File: config.mk
export PLATFORM = sky130hd
export DESIGN_NAME = muldiv_unit
export DESIGN_NICKNAME = d
export VERILOG_FILES = /design/src/rtl/muldiv_unit.sv
export SDC_FILE = /design/constraint.sdc
export NUM_CORES = 1
export LEC_CHECK = 0
export BUFFER_PORTS_ARGS = -buffer_cell sky130_fd_sc_hd__buf_2
export CAP_MARGIN = 20
export CORE_ASPECT_RATIO = 1.75
export CORE_MARGIN = 2
export CORE_UTILIZATION = 47
export CTS_BUF_LIST = sky130_fd_sc_hd__clkbuf_8
export DETAILED_ROUTE_END_ITERATION = 8
export GPL_TIMING_DRIVEN = 0
export PLACE_DENSITY = 0.73
export SLEW_MARGIN = 20
export SYNTH_ARGS = -nofsm -noshare
export SYNTH_HDL_FRONTEND = slang
export SYNTH_SLANG_ARGS = --single-unit
File: constraint.sdc
create_clock -name clk -period 4.2 [get_ports clk]
set_clock_uncertainty 0.15 [all_clocks]
set_input_delay 0.21 -clock clk [delete_from_list [all_inputs] [get_ports clk]]
set_output_delay 0.21 -clock clk [all_outputs]
set_load 0.02 [all_outputs]
File: src/rtl/muldiv_unit.sv
// Iterative RV32M multiply/divide unit: radix-2 shift-add multiply and restoring
// divide share one 2*XLEN accumulator and a single (XLEN+1)-bit adder.
//
// state | meaning
// IDLE  | waiting for start
// CALC  | one multiply/divide iteration per cycle, cnt_q counts down to 0
// FIX   | sign correction and result select (or fast-path result)
// DONE  | result valid, done strobe; may accept the next op
module muldiv_unit #(
  parameter int XLEN  = 32,
  parameter int CNT_W = 6
) (
  input  logic            clk,
  input  logic            rst,
  input  logic            start,
  input  logic            kill,
  input  logic [2:0]      funct3,
  input  logic [XLEN-1:0] rs1_data,
  input  logic [XLEN-1:0] rs2_data,
  input  logic [4:0]      rd_addr,
  output logic            busy,
  output logic            done,
  output logic [4:0]      rd_out,
  output logic [XLEN-1:0] result
);

  typedef enum logic [1:0] {S_IDLE, S_CALC, S_FIX, S_DONE} state_t;

  localparam logic [XLEN-1:0] MIN_NEG = {1'b1, {(XLEN-1){1'b0}}};

  state_t            state_q, state_d;
  logic [2*XLEN-1:0] acc_q, acc_d;
  logic [XLEN-1:0]   opb_q, opb_d;
  logic [CNT_W-1:0]  cnt_q, cnt_d;
  logic [2:0]        op_q, op_d;
  logic              a_neg_q, a_neg_d, b_neg_q, b_neg_d, fast_q, fast_d;
  logic [4:0]        rd_q, rd_d, rd_out_q, rd_out_d;
  logic [XLEN-1:0]   result_q, result_d;

  logic              a_signed, b_signed, a_neg_in, b_neg_in, div_zero, div_ovf, fast_in, accept;
  logic [XLEN-1:0]   a_mag, b_mag, fast_res;
  logic              is_div;
  logic [XLEN:0]     add_top, add_b;
  logic [XLEN+1:0]   add_sum;
  logic [2*XLEN-1:0] acc_step, prod_fix;
  logic [XLEN-1:0]   quot_fix, rem_fix, fix_res;

  always_comb begin
    a_signed = (funct3 == 3'd1) || (funct3 == 3'd2) || (funct3 == 3'd4) || (funct3 == 3'd6);
    b_signed = (funct3 == 3'd1) || (funct3 == 3'd4) || (funct3 == 3'd6);
    a_neg_in = a_signed && rs1_data[XLEN-1];
    b_neg_in = b_signed && rs2_data[XLEN-1];
    a_mag    = a_neg_in ? -rs1_data : rs1_data;
    b_mag    = b_neg_in ? -rs2_data : rs2_data;
    div_zero = (rs2_data == '0);
    div_ovf  = !funct3[0] && (rs1_data == MIN_NEG) && (rs2_data == '1);
    fast_in  = funct3[2] && (div_zero || div_ovf);
    fast_res = div_zero ? (funct3[1] ? rs1_data : '1) : (funct3[1] ? '0 : MIN_NEG);
  end

  // Divide subtracts the divisor from the shifted partial remainder; the carry out
  // of the shared adder is the "no borrow" quotient bit.
  always_comb begin
    is_div  = op_q[2];
    add_top = is_div ? acc_q[2*XLEN-1:XLEN-1] : {1'b0, acc_q[2*XLEN-1:XLEN]};
    add_b   = is_div ? ~{1'b0, opb_q} : (acc_q[0] ? {1'b0, opb_q} : '0);
    add_sum = {1'b0, add_top} + {1'b0, add_b} + {{(XLEN+1){1'b0}}, is_div};
    if (is_div) begin
      acc_step = add_sum[XLEN+1] ? {add_sum[XLEN-1:0], acc_q[XLEN-2:0], 1'b1}
                                 : {acc_q[2*XLEN-2:0], 1'b0};
    end else begin
      acc_step = {add_sum[XLEN:0], acc_q[XLEN-1:1]};
    end
  end

  always_comb begin
    prod_fix = (a_neg_q ^ b_neg_q) ? -acc_q : acc_q;
    quot_fix = (a_neg_q ^ b_neg_q) ? -acc_q[XLEN-1:0] : acc_q[XLEN-1:0];
    rem_fix  = a_neg_q ? -acc_q[2*XLEN-1:XLEN] : acc_q[2*XLEN-1:XLEN];
    if (fast_q) begin
      fix_res = acc_q[XLEN-1:0];
    end else begin
      case (op_q)
        3'd0:                fix_res = prod_fix[XLEN-1:0];
        3'd1, 3'd2, 3'd3:    fix_res = prod_fix[2*XLEN-1:XLEN];
        3'd4, 3'd5:          fix_res = quot_fix;
        default:             fix_res = rem_fix;
      endcase
    end
  end

  always_comb begin
    state_d  = state_q;
    acc_d    = acc_q;
    opb_d    = opb_q;
    cnt_d    = cnt_q;
    op_d     = op_q;
    a_neg_d  = a_neg_q;
    b_neg_d  = b_neg_q;
    fast_d   = fast_q;
    rd_d     = rd_q;
    rd_out_d = rd_out_q;
    result_d = result_q;
    accept   = ((state_q == S_IDLE) || (state_q == S_DONE)) && start && !kill;

    case (state_q)
      S_IDLE, S_DONE: begin
        if (accept) begin
          op_d    = funct3;
          rd_d    = rd_addr;
          a_neg_d = a_neg_in;
          b_neg_d = b_neg_in;
          fast_d  = fast_in;
          opb_d   = b_mag;
          cnt_d   = CNT_W'(XLEN-1);
          acc_d   = {{XLEN{1'b0}}, (fast_in ? fast_res : a_mag)};
          state_d = fast_in ? S_FIX : S_CALC;
        end else begin
          state_d = S_IDLE;
        end
      end
      S_CALC: begin
        acc_d = acc_step;
        if (cnt_q == '0) begin
          state_d = S_FIX;
        end else begin
          cnt_d = cnt_q - CNT_W'(1);
        end
      end
      default: begin
        state_d  = S_DONE;
        result_d = fix_res;
        rd_out_d = rd_q;
      end
    endcase

    // An aborted op must never reach DONE nor touch the visible outputs.
    if (kill) begin
      state_d  = S_IDLE;
      result_d = result_q;
      rd_out_d = rd_out_q;
    end
  end

  always_ff @(posedge clk or posedge rst) begin
    if (rst) begin
      state_q  <= S_IDLE;
      acc_q    <= '0;
      opb_q    <= '0;
      cnt_q    <= '0;
      op_q     <= '0;
      a_neg_q  <= 1'b0;
      b_neg_q  <= 1'b0;
      fast_q   <= 1'b0;
      rd_q     <= '0;
      rd_out_q <= '0;
      result_q <= '0;
    end else begin
      state_q  <= state_d;
      acc_q    <= acc_d;
      opb_q    <= opb_d;
      cnt_q    <= cnt_d;
      op_q     <= op_d;
      a_neg_q  <= a_neg_d;
      b_neg_q  <= b_neg_d;
      fast_q   <= fast_d;
      rd_q     <= rd_d;
      rd_out_q <= rd_out_d;
      result_q <= result_d;
    end
  end

  assign busy   = (state_q == S_CALC) || (state_q == S_FIX);
  assign done   = (state_q == S_DONE);
  assign rd_out = rd_out_q;
  assign result = result_q;

endmodule

==> run metrics, run 1 <==
status finished, final reports clean; VDD IR-drop max 496 uV; final hold slack 0.00497 ns; Flop pwr share 21.2%; CTS H-tree depth 4; I/O Pins 115; Root Driver clkbuf_8; clock tree buffer depth 2; first-pass GRT wire length 95,000 um; Leak 6.92 nW; drt wl/cell 25.2 um; commonest non-fill, non-tap cells in the layout 258 x nand2_1, 192 x o21ai_0, 151 x dfrtp_1; f_max 0.242 GHz; clk_lat worst skew 0.53 ns; Slew @ Worst Pin 1.01 ns; P_sw 7.20 mW; predominant post-synthesis flop cell dfrtp_1; Initial DRC Count 1,574; stages on the worst setup path 13; Gate Count Post-Synth 1,908; Clk pwr share 9.3%; synthesized area 14,400 um^2; First-pass DRT Iterations 6; routed vias 16,602; num rows 84; I/O Buffers 113; crit path DAT 4.39 ns; Gate power share 69.6%; Worst Setup Slack, final 0.0708 ns; max-slew violations 0; Yosys cell types 77; DRT Wirelength 63,100 um; CTS tree done; DP Wirelength 48,600 um; EDFF count, synth 0; vias in the first global route 16,266; CP Max Fanout 10; setup TNS 0 ns; Period minus WS final 4.13 ns; initial core utilization 47.9%; Ys Warns 0; Pwr Density 760 nW/um^2; Crit. Startpoint rs2_data[6]; Worst setup EP type register; Area Overhead vs Synth 17.2%; Pwr Total 12.8 mW; syn_area_per_cell 7.54 um^2; Die Wd 136 um; Syn Nets 2,028; Routed Antenna Nets 0; commonest non-fill, non-tap cell in the layout nand2_1; Die Y 236 um; cell mode on critical path buf_2; layout cells sized above 1 14.2%; share of flip-flops with an asynchronous set or reset 100%; flops & latches, synth 152; crit path max-delay cell type dlygate4sd3_1; clk sinks 152; largest net degree at the start of global routing 32; Fin. Hold Viols 0; gr ovfl total 0; placed insts 2,413; Critical R2R Launch op_q[2]; worst hold path class input pin to register; crit-path max cell delay 0.57 ns; Setup WS pre-CTS -1.85 ns; crit-path cells dlygate4sd3_1 -> buf_2 -> or4_1 -> or3_1 -> nor3_2 -> nand4_1 -> buf_2 -> buf_2 -> a31oi_1 -> nor2_1 -> a311oi_1 -> nor2_1 -> dlygate4sd3_1; GRT Util Overall 39.3%; core area 30,100 um^2; nets 2,221; # setup viols final 0; reg2reg path depth 14; Fillers 2,927; WP data required 4.46 ns; Hold Path Stages 3; total of max-cap violations 0; crit path kind input pin to register; Vias/cell 6.64; Worst path top cell family by delay simple AND/OR/NAND/NOR gates; Slew headroom 32.3%; switching share of power 56.2%; total CTS buffers 17; Residual DRC 0; post-synthesis sequential area ratio 26.4%; cell-internal power 5.62 mW; die area 32,100 um^2; worst hold start rs1_data[6]; fin cells 2,502; Reg clk slew, reported paths 0.10 ns; worst path bufs/invs 5; initial antenna violation count 1; critical path launch point type input pin; Placer Congestion 1.06; fin crit share 98.3%
-- sequential cells by signal, indices dropped and copies added (netlist names) --
register	cells
a_neg_q	1
rd_out	5
acc_q	64
result	32
state_q	2
cnt_q	6
op_q	3
b_neg_q	1
fast_q	1
rd_q	5
opb_q	32
-- stage by stage --
stage	utilization [%]	area, um^2
after global routing	56.1	16900
after CTS	55.6	16700
after detailed placement	51.8	15600
after floorplan	-	14400
after global placement	51.4	15400
final	56.1	16900
-- what timing repair did --
item | 4_1_cts | 5_1_grt
endpoints found under the setup margin | 33 | 33
gates resized for setup | 76 | 53
endpoints found under the hold margin | 100 | 0
hold buffers | 56 | 0
setup buffers | 5 | 2
pin swaps | 1 | 9
-- area by class of cell --
type | count | area [um^2] | share of cell area (%)
multi-input combinational | 1558 | 10100 | 59.7
antenna | 1 | 2.50 | 0.0148
inverter | 39 | 154 | 0.912
clock inverter | 14 | 153 | 0.905
sequential | 152 | 3800 | 22.6
buffer | 151 | 666 | 3.95
timing repair buffer | 182 | 1290 | 7.66
tap | 387 | 484 | 2.87
clock buffer | 18 | 248 | 1.47
-- worst reg2reg max path: stages, from the launching register on --
cell and delay [ns]:
dfrtp_2 0.47, clkinvlp_4 0.18, clkbuf_4 0.26, clkbuf_4 0.27, o21ai_4 0.29, ha_1 0.36
a21oi_1 0.25, o22ai_1 0.15, a211oi_1 0.31, o21ai_1 0.20, a31o_2 0.32, a21oi_4 0.23
buf_6 0.21, o221ai_1 0.16, a22o_1 0.20
-- path summary, 6_finish.rpt --
kind	to	slack, ns
setup / recovery	state_q[0]	0.07
hold / removal	acc_q[6]	0.005
setup reg to reg	acc_q[51]	0.08
hold reg to reg	rd_out[0]	0.33
max in group asynchronous	opb_q[0]	2.34
min in group asynchronous	acc_q[42]	0.13
-- cells by family after synthesis --
| family | synth area share [%] |
|---|---|
| xor gates and xnor gates | 8.09 |
| adders and majority gates | 3.93 |
| and+or+nand+nor | 22.5 |
| DFF | 26.4 |
| AOI/OAI and AO/OA | 28.2 |
| muxes | 5.48 |
| buffers and inverters | 5.36 |
-- synthesized netlist by cell type, drive strengths merged (38+ instances only) --
| library cell | n | area (um^2) |
|---|---|---|
| nand3 | 45 | 225 |
| inv | 38 | 143 |
| nor2 | 145 | 547 |
| nor3 | 54 | 285 |
| a21oi | 140 | 701 |
| xor2 | 59 | 517 |
| xnor2 | 74 | 648 |
| nand2 | 258 | 968 |
| o21ai | 224 | 1120 |
| ha | 42 | 526 |
| mux2i | 44 | 440 |
| clkbuf | 135 | 507 |
| dfrtp | 152 | 3800 |
-- power by group through the flow --
stage	combinational, mW	sequential [mW]	clock (mW)
3_3_place_gp	8.13	2.66	0
4_1_cts	8.46	2.67	1.19
3_5_place_dp	8.26	2.68	0
5_1_grt	9.52	2.77	1.25
6_report	8.92	2.71	1.19
2_1_floorplan	5.60	2.66	0
-- per-layer routing --
metal | share of wire [%] | up-vias | track usage (%) | wire (um)
met3 | 6.6 | 388 | 6.20 | 4160
met4 | 10 | 0 | 32.1 | 6570
met2 | 49 | 974 | 67.0 | 30900
met1 | 34 | 7842 | 42.0 | 21500
met5 | 0 | - | 0 | 0
li1 | - | 7398 | - | -
(Power assumes the default switching activity.)
==> run 2: changes to the inputs <==
--- a/config.mk
+++ b/config.mk
@@ -6,14 +6,13 @@
 export NUM_CORES = 1
 export LEC_CHECK = 0
 export BUFFER_PORTS_ARGS = -buffer_cell sky130_fd_sc_hd__buf_2
-export CAP_MARGIN = 20
 export CORE_ASPECT_RATIO = 1.75
 export CORE_MARGIN = 2
 export CORE_UTILIZATION = 47
 export CTS_BUF_LIST = sky130_fd_sc_hd__clkbuf_8
 export DETAILED_ROUTE_END_ITERATION = 8
 export GPL_TIMING_DRIVEN = 0
-export PLACE_DENSITY = 0.73
+export PLACE_DENSITY = 0.68
 export SLEW_MARGIN = 20
 export SYNTH_ARGS = -nofsm -noshare
 export SYNTH_HDL_FRONTEND = slang
==> run 2 against run 1 <==
Effect of this change: wire length increased by 2.6%; clock power shrank 4%; maximum frequency shrank 0.45%; final area up 0.95%; global-route usage up 0.75 points.
==> run metrics, run 2 (synthesis gave the netlist of run 1 again) <==
Fin. Hold Viols 0 (unchanged); Area Overhead vs Synth 18.3%; Slew @ Worst Pin 1.13 ns (+0.119 ns); I/O Pins 115 (unchanged); num rows 84 (unchanged); placed insts 2,414 (+0.041%); Placer Congestion 1.03 (-2.5%); Period minus WS final 4.15 ns (+0.0186 ns); clk sinks 152 (unchanged); GRT Util Overall 40.1% (+0.75 points); Fillers 2,985 (+2.0%); layout cells sized above 1 14.7% (+0.48 points); initial antenna violation count 1 (unchanged); status finished, final reports clean; gr ovfl total 0 (unchanged); nets 2,227 (+0.27%); crit path kind register to register; largest net degree at the start of global routing 32 (unchanged); Residual DRC 0 (unchanged); Pwr Density 757 nW/um^2 (-0.39%); crit path DAT 4.38 ns (about the same); WP data required 4.43 ns (-0.03 ns); fin crit share 98.8% (+0.44 points); drt wl/cell 25.8 um (+2.4%); die area 32,100 um^2 (unchanged); CP Max Fanout 10 (unchanged); vias in the first global route 15,947 (-2.0%); Slew headroom 23.8% (-8.5 points); Biggest register acc_q; clock tree buffer depth 2 (unchanged); critical path launch point type register; core area 30,100 um^2 (unchanged); max reg flops 64 (unchanged); DP Wirelength 50,400 um (+3.7%); Initial DRC Count 1,522 (-3.3%); Worst setup EP type register; Die Wd 136 um (unchanged); routed vias 16,438 (-0.99%); Die Y 236 um (unchanged); crit path max-delay cell type dfrtp_2; Worst Setup Slack, final 0.0522 ns (-0.0186 ns); Leak 7.00 nW (+1.1%); Setup WS pre-CTS -2.06 ns (-0.209 ns); worst hold path class input pin to register; max-slew violations 0 (unchanged); commonest non-fill, non-tap cells in the layout 258 x nand2_1, 188 x o21ai_0, 151 x dfrtp_1; # setup viols final 0 (unchanged); Routed Antenna Nets 0 (unchanged); crit-path cells clkinvlp_4 -> buf_4 -> a21boi_4 -> fa_2 -> inv_1 -> fa_2 -> a211oi_4 -> o211ai_1 -> a211o_1 -> nor3_4 -> nor2_1 -> xor2_2 -> mux2i_1 -> o221ai_1; First-pass DRT Iterations 6 (unchanged); commonest non-fill, non-tap cell in the layout nand2_1; I/O Buffers 113 (unchanged); clk_lat worst skew 0.54 ns (about the same); Reg clk slew, reported paths 0.11 ns (about the same); RSZ-0062 raised after global routing true; CTS tree done; Root Driver clkbuf_8; initial core utilization 47.9% (unchanged); total of max-cap violations 0 (unchanged); first-pass GRT wire length 95,900 um (+1.0%); total CTS buffers 17 (unchanged); Vias/cell 6.55 (-1.2%); DRT Wirelength 64,800 um (+2.6%); CTS H-tree depth 4 (unchanged); f_max 0.241 GHz (-0.45%); crit-path max cell delay 0.51 ns (-0.06 ns); fin cells 2,508 (+0.24%); cell mode on critical path fa_2; VDD IR-drop max 430 uV (-13%)
[run 2: cell types whose count changed in the layout (fill, tap and decap cells not counted), sizes merged]
cell | before | now
buf | 157 | 161
clkbuf | 138 | 136
bufinv | 1 | 0
dlygate4sd3 | 56 | 59
clkinvlp | 2 | 4
[run 2: report_power, final]
| part | internal, mW | switching (mW) | total [mW] | leakage, nW |
|---|---|---|---|---|
| sequential | 2.06 | 0.655 | 2.72 | 1.89 |
| combinational | 3.11 | 5.93 | 9.04 | 4.91 |
| clock | 0.432 | 0.703 | 1.14 | 0.189 |
| total | 5.61 | 7.29 | 12.9 | 7.00 |
[run 2: stage by stage]
step                cell area (um^2)  utilization, %  hold slack, ns  TNS [ns]  total power [mW]
floorplan                      14400               -           0.126         0              8.26
CTS                            16800            55.9         0.00386         0              12.4
detailed placement             15600            51.9          0.0899    -57.01              11.1
finish                         17000            56.6         0.00785         0              12.9
global route                   17000            56.6          0.0149    -0.482              13.6
global placement               15400            51.4           0.256    -55.37              10.9
[run 2: per-layer routing]
metal	wire length, um	global-route usage [%]	vias up
met3	3140	5.84	280
met4	5950	30.4	0
li1	-	-	7420
met2	32900	69.7	807
met5	0	0	-
met1	22800	42.8	7931
[run 2: repair_timing]
action / 4_1_cts / 5_1_grt
endpoints found under the hold margin: 114 / 0
pin swaps: 4 / 12
endpoints found under the setup margin: 33 / 34
setup buffers: 5 / 5
hold buffers: 59 / 0
resized for setup: 101 / 52
[run 2: critical path, delay by kind of cell, from the launching register on]
family	cells	cell delay, ns
buffers and inverters	3	0.51
AO/OA/AOI/OAI	5	1.40
multiplexers	1	0.16
adder cells (fa/ha/maj)	2	0.61
flip-flops	1	0.51
AND/OR/NAND/NOR	2	0.42
XOR/XNOR	1	0.21
[run 2: worst paths after layout]
| path | slack, ns | start | cells after the start | to |
|---|---|---|---|---|
| worst min register to register | 0.33 | result[10] | 2 | result[10] |
| worst max register to register | 0.05 | op_q[2] | 14 | acc_q[50] |
| worst min-delay path | 0.008 | rs1_data[21] | 3 | acc_q[21] |
| worst max-delay path | 0.05 | op_q[2] | 14 | acc_q[50] |
| max in group asynchronous | 2.56 | rst | 8 | opb_q[30] |
| min in group asynchronous | 0.07 | rst | 3 | result[25] |
[run 2: final cells by class]
type	count	area (um^2)	area share, %
diodes	1	2.50	0.0147
plain buffers	151	698	4.10
clock buffers	17	234	1.37
clock inverters	15	138	0.808
inverters	39	154	0.904
multi-input cells	1558	10100	59.5
flip-flops and latches	152	3800	22.3
well taps	387	484	2.84
repair buffers	188	1370	8.07
==> run 3: changes to the inputs <==
--- a/config.mk
+++ b/config.mk
@@ -7,7 +7,7 @@
 export LEC_CHECK = 0
 export BUFFER_PORTS_ARGS = -buffer_cell sky130_fd_sc_hd__buf_2
 export CORE_ASPECT_RATIO = 1.75
-export CORE_MARGIN = 2
+export CORE_MARGIN = 10
 export CORE_UTILIZATION = 47
 export CTS_BUF_LIST = sky130_fd_sc_hd__clkbuf_8
 export DETAILED_ROUTE_END_ITERATION = 8
==> run 3 against run 2 <==
Effect of this change: global-route usage is 8.0 points lower; flip-flop and latch count stayed put; count of clock-buffer cells in the layout is 1 higher; combinational power is 1% lower; critical path depth stayed put; total power is 1.4% lower; maximum frequency is 0.92% lower; register-to-register slack worse by 0.04 ns.
==> run metrics, run 3 (synthesis gave the netlist of run 1 again) <==
Vias/cell 6.54 (-0.29%); clk_lat worst skew 0.53 ns (about the same); Placer Congestion 1.04 (+0.59%); Period minus WS final 4.19 ns (+0.0387 ns); CTS H-tree depth 4 (unchanged); cell mode on critical path buf_4; fin crit share 99.7% (+0.92 points); final hold slack 0.0189 ns (+0.0110 ns); initial core utilization 47.7% (-0.17 points); R2R Setup Slk 0.01 ns (-0.04 ns); Residual DRC 0 (unchanged); crit path max-delay cell type o21ai_1; Fillers 2,946 (-1.3%); crit path DAT 4.45 ns (+0.07 ns); RSZ-0062 raised after global routing false; Pwr Density 756 nW/um^2 (-0.17%); Layout Cell Area excl Fill 16,800 um^2 (-1.2%); worst path bufs/invs 4 (+1); First-pass DRT Iterations 8 (+2); Reg clk slew, reported paths 0.10 ns (about the same); Worst path top cell family by delay compound AO/OA/AOI/OAI gates; Die Y 252 um (+6.8%); Slew headroom 27.6% (+3.8 points); DP Wirelength 49,900 um (-1.0%); CTS tree done; Fin. Hold Viols 0 (unchanged); VDD IR-drop max 543 uV (+26%); GRT Util Overall 32.1% (-8.0 points); register area 3800 um^2 (unchanged); Area Overhead vs Synth 16.8%; Biggest register acc_q; worst hold path class input pin to register; drt wl/cell 25.8 um (-0.26%); total CTS buffers 17 (unchanged); core area 30,200 um^2 (+0.35%); nets 2,221 (-0.27%); I/O Pins 115 (unchanged); WP data required 4.47 ns (+0.04 ns); Root Driver clkbuf_8; layout cells sized above 1 13.9% (-0.86 points); crit-path max cell delay 0.53 ns (+0.02 ns); DRT Wirelength 64,400 um (-0.50%); max-slew violations 0 (unchanged); crit path kind register to register; clock tree buffer depth 2 (unchanged); die area 38,300 um^2 (+19%); Routed Antenna Nets 0 (unchanged); f_max 0.239 GHz (-0.92%); num rows 84 (unchanged); initial antenna violation count 1 (unchanged); total of max-cap violations 0 (unchanged); I/O Buffers 113 (unchanged); gr ovfl total 0 (unchanged); # setup viols final 0 (unchanged); vias in the first global route 16,273 (+2.0%); max reg flops 64 (unchanged); setup TNS 0 ns (unchanged); status finished, final reports clean; placed inst area 15,600 um^2 (-0.22%); commonest non-fill, non-tap cell in the layout nand2_1; largest net degree at the start of global routing 33 (+3.1%); Die Wd 152 um (+12%); first-pass GRT wire length 96,100 um (+0.13%); clk sinks 152 (unchanged); Initial DRC Count 1,520 (-0.13%); commonest non-fill, non-tap cells in the layout 258 x nand2_1, 192 x o21ai_0, 151 x dfrtp_1; Leak 6.90 nW (-1.3%); CP Max Fanout 11 (+1); routed vias 16,351 (-0.53%); Worst setup EP type register; crit-path cells inv_4 -> buf_4 -> clkbuf_2 -> o21ai_1 -> ha_1 -> a21oi_1 -> o22ai_1 -> a211oi_1 -> o21ai_2 -> a31o_2 -> a21oi_4 -> buf_4 -> o221ai_1 -> a22o_1; Pwr Total 12.7 mW (-1.4%); critical path launch point type register; multi-input logic area 10,000 um^2 (-0.95%); Slew @ Worst Pin 1.08 ns (-0.0551 ns)
## run 3: cell count changes in the layout (fill, tap and decap cells not counted), moves of 2 or more
cell and change:
a211oi_2 -3, a211oi_1 +3, o21ai_2 -10, buf_16 -2, o21ai_1 +9, o21ai_0 +4
inv_8 -2, o21ai_4 -3, buf_4 -4, clkbuf_2 +4
## run 3: routing by layer
metal	global-route usage [%]	vias to the layer above	share of wire [%]
li1	-	7408	-
met1	32.3	7783	34
met2	56.5	861	50
met3	5.86	299	6.3
met4	26.8	0	9.0
met5	0	-	0
## run 3: area by class of cell
| class | count | share of cell area (%) |
|---|---|---|
| tap | 387 | 2.88 |
| inverter | 39 | 0.908 |
| clock buffer | 18 | 1.47 |
| buffer | 150 | 3.94 |
| clock inverter | 14 | 0.684 |
| sequential | 152 | 22.6 |
| antenna | 1 | 0.0149 |
| timing repair buffer | 183 | 7.77 |
| multi-input combinational | 1558 | 59.7 |
## run 3: final timing paths
kind | start | end | cells after the start
min | rs1_data[13] | acc_q[13] | 3
max reg2reg | op_q[2] | acc_q[51] | 14
max in group asynchronous | rst | opb_q[14] | 6
max | op_q[2] | acc_q[51] | 14
min in group asynchronous | rst | result[8] | 3
min reg2reg | rd_q[0] | rd_out[0] | 2
## run 3: stage by stage
step	utilization, %	cells	setup slack [ns]
6_report	55.8	2502	0.0135
5_1_grt	55.8	2502	0.0119
4_1_cts	55.4	2502	0.0149
3_5_place_dp	51.6	2413	-1.81
3_3_place_gp	51.2	2408	-1.83
2_1_floorplan	-	1908	0.0408
## run 3: repair_timing
action,CTS,global route
pin swaps,3,11
setup endpoints to repair,33,38
setup buffers,5,2
hold buffers,58,0
endpoints found under the hold margin,134,0
gates resized for setup,78,40
## run 3: power by group
group / switching, mW / internal, mW / leakage, nW
clock: 0.672 / 0.437 / 0.182
sequential: 0.631 / 2.06 / 1.89
combinational: 5.86 / 3.05 / 4.83
## run 3: worst reg2reg max path: cells and delay by family (launching register included)
kind / cells / cell delay (ns)
AO/OA/AOI/OAI: 9 / 2.28
adder cells (fa/ha/maj): 1 / 0.40
buffers and inverters: 4 / 0.77
flip-flops: 1 / 0.49
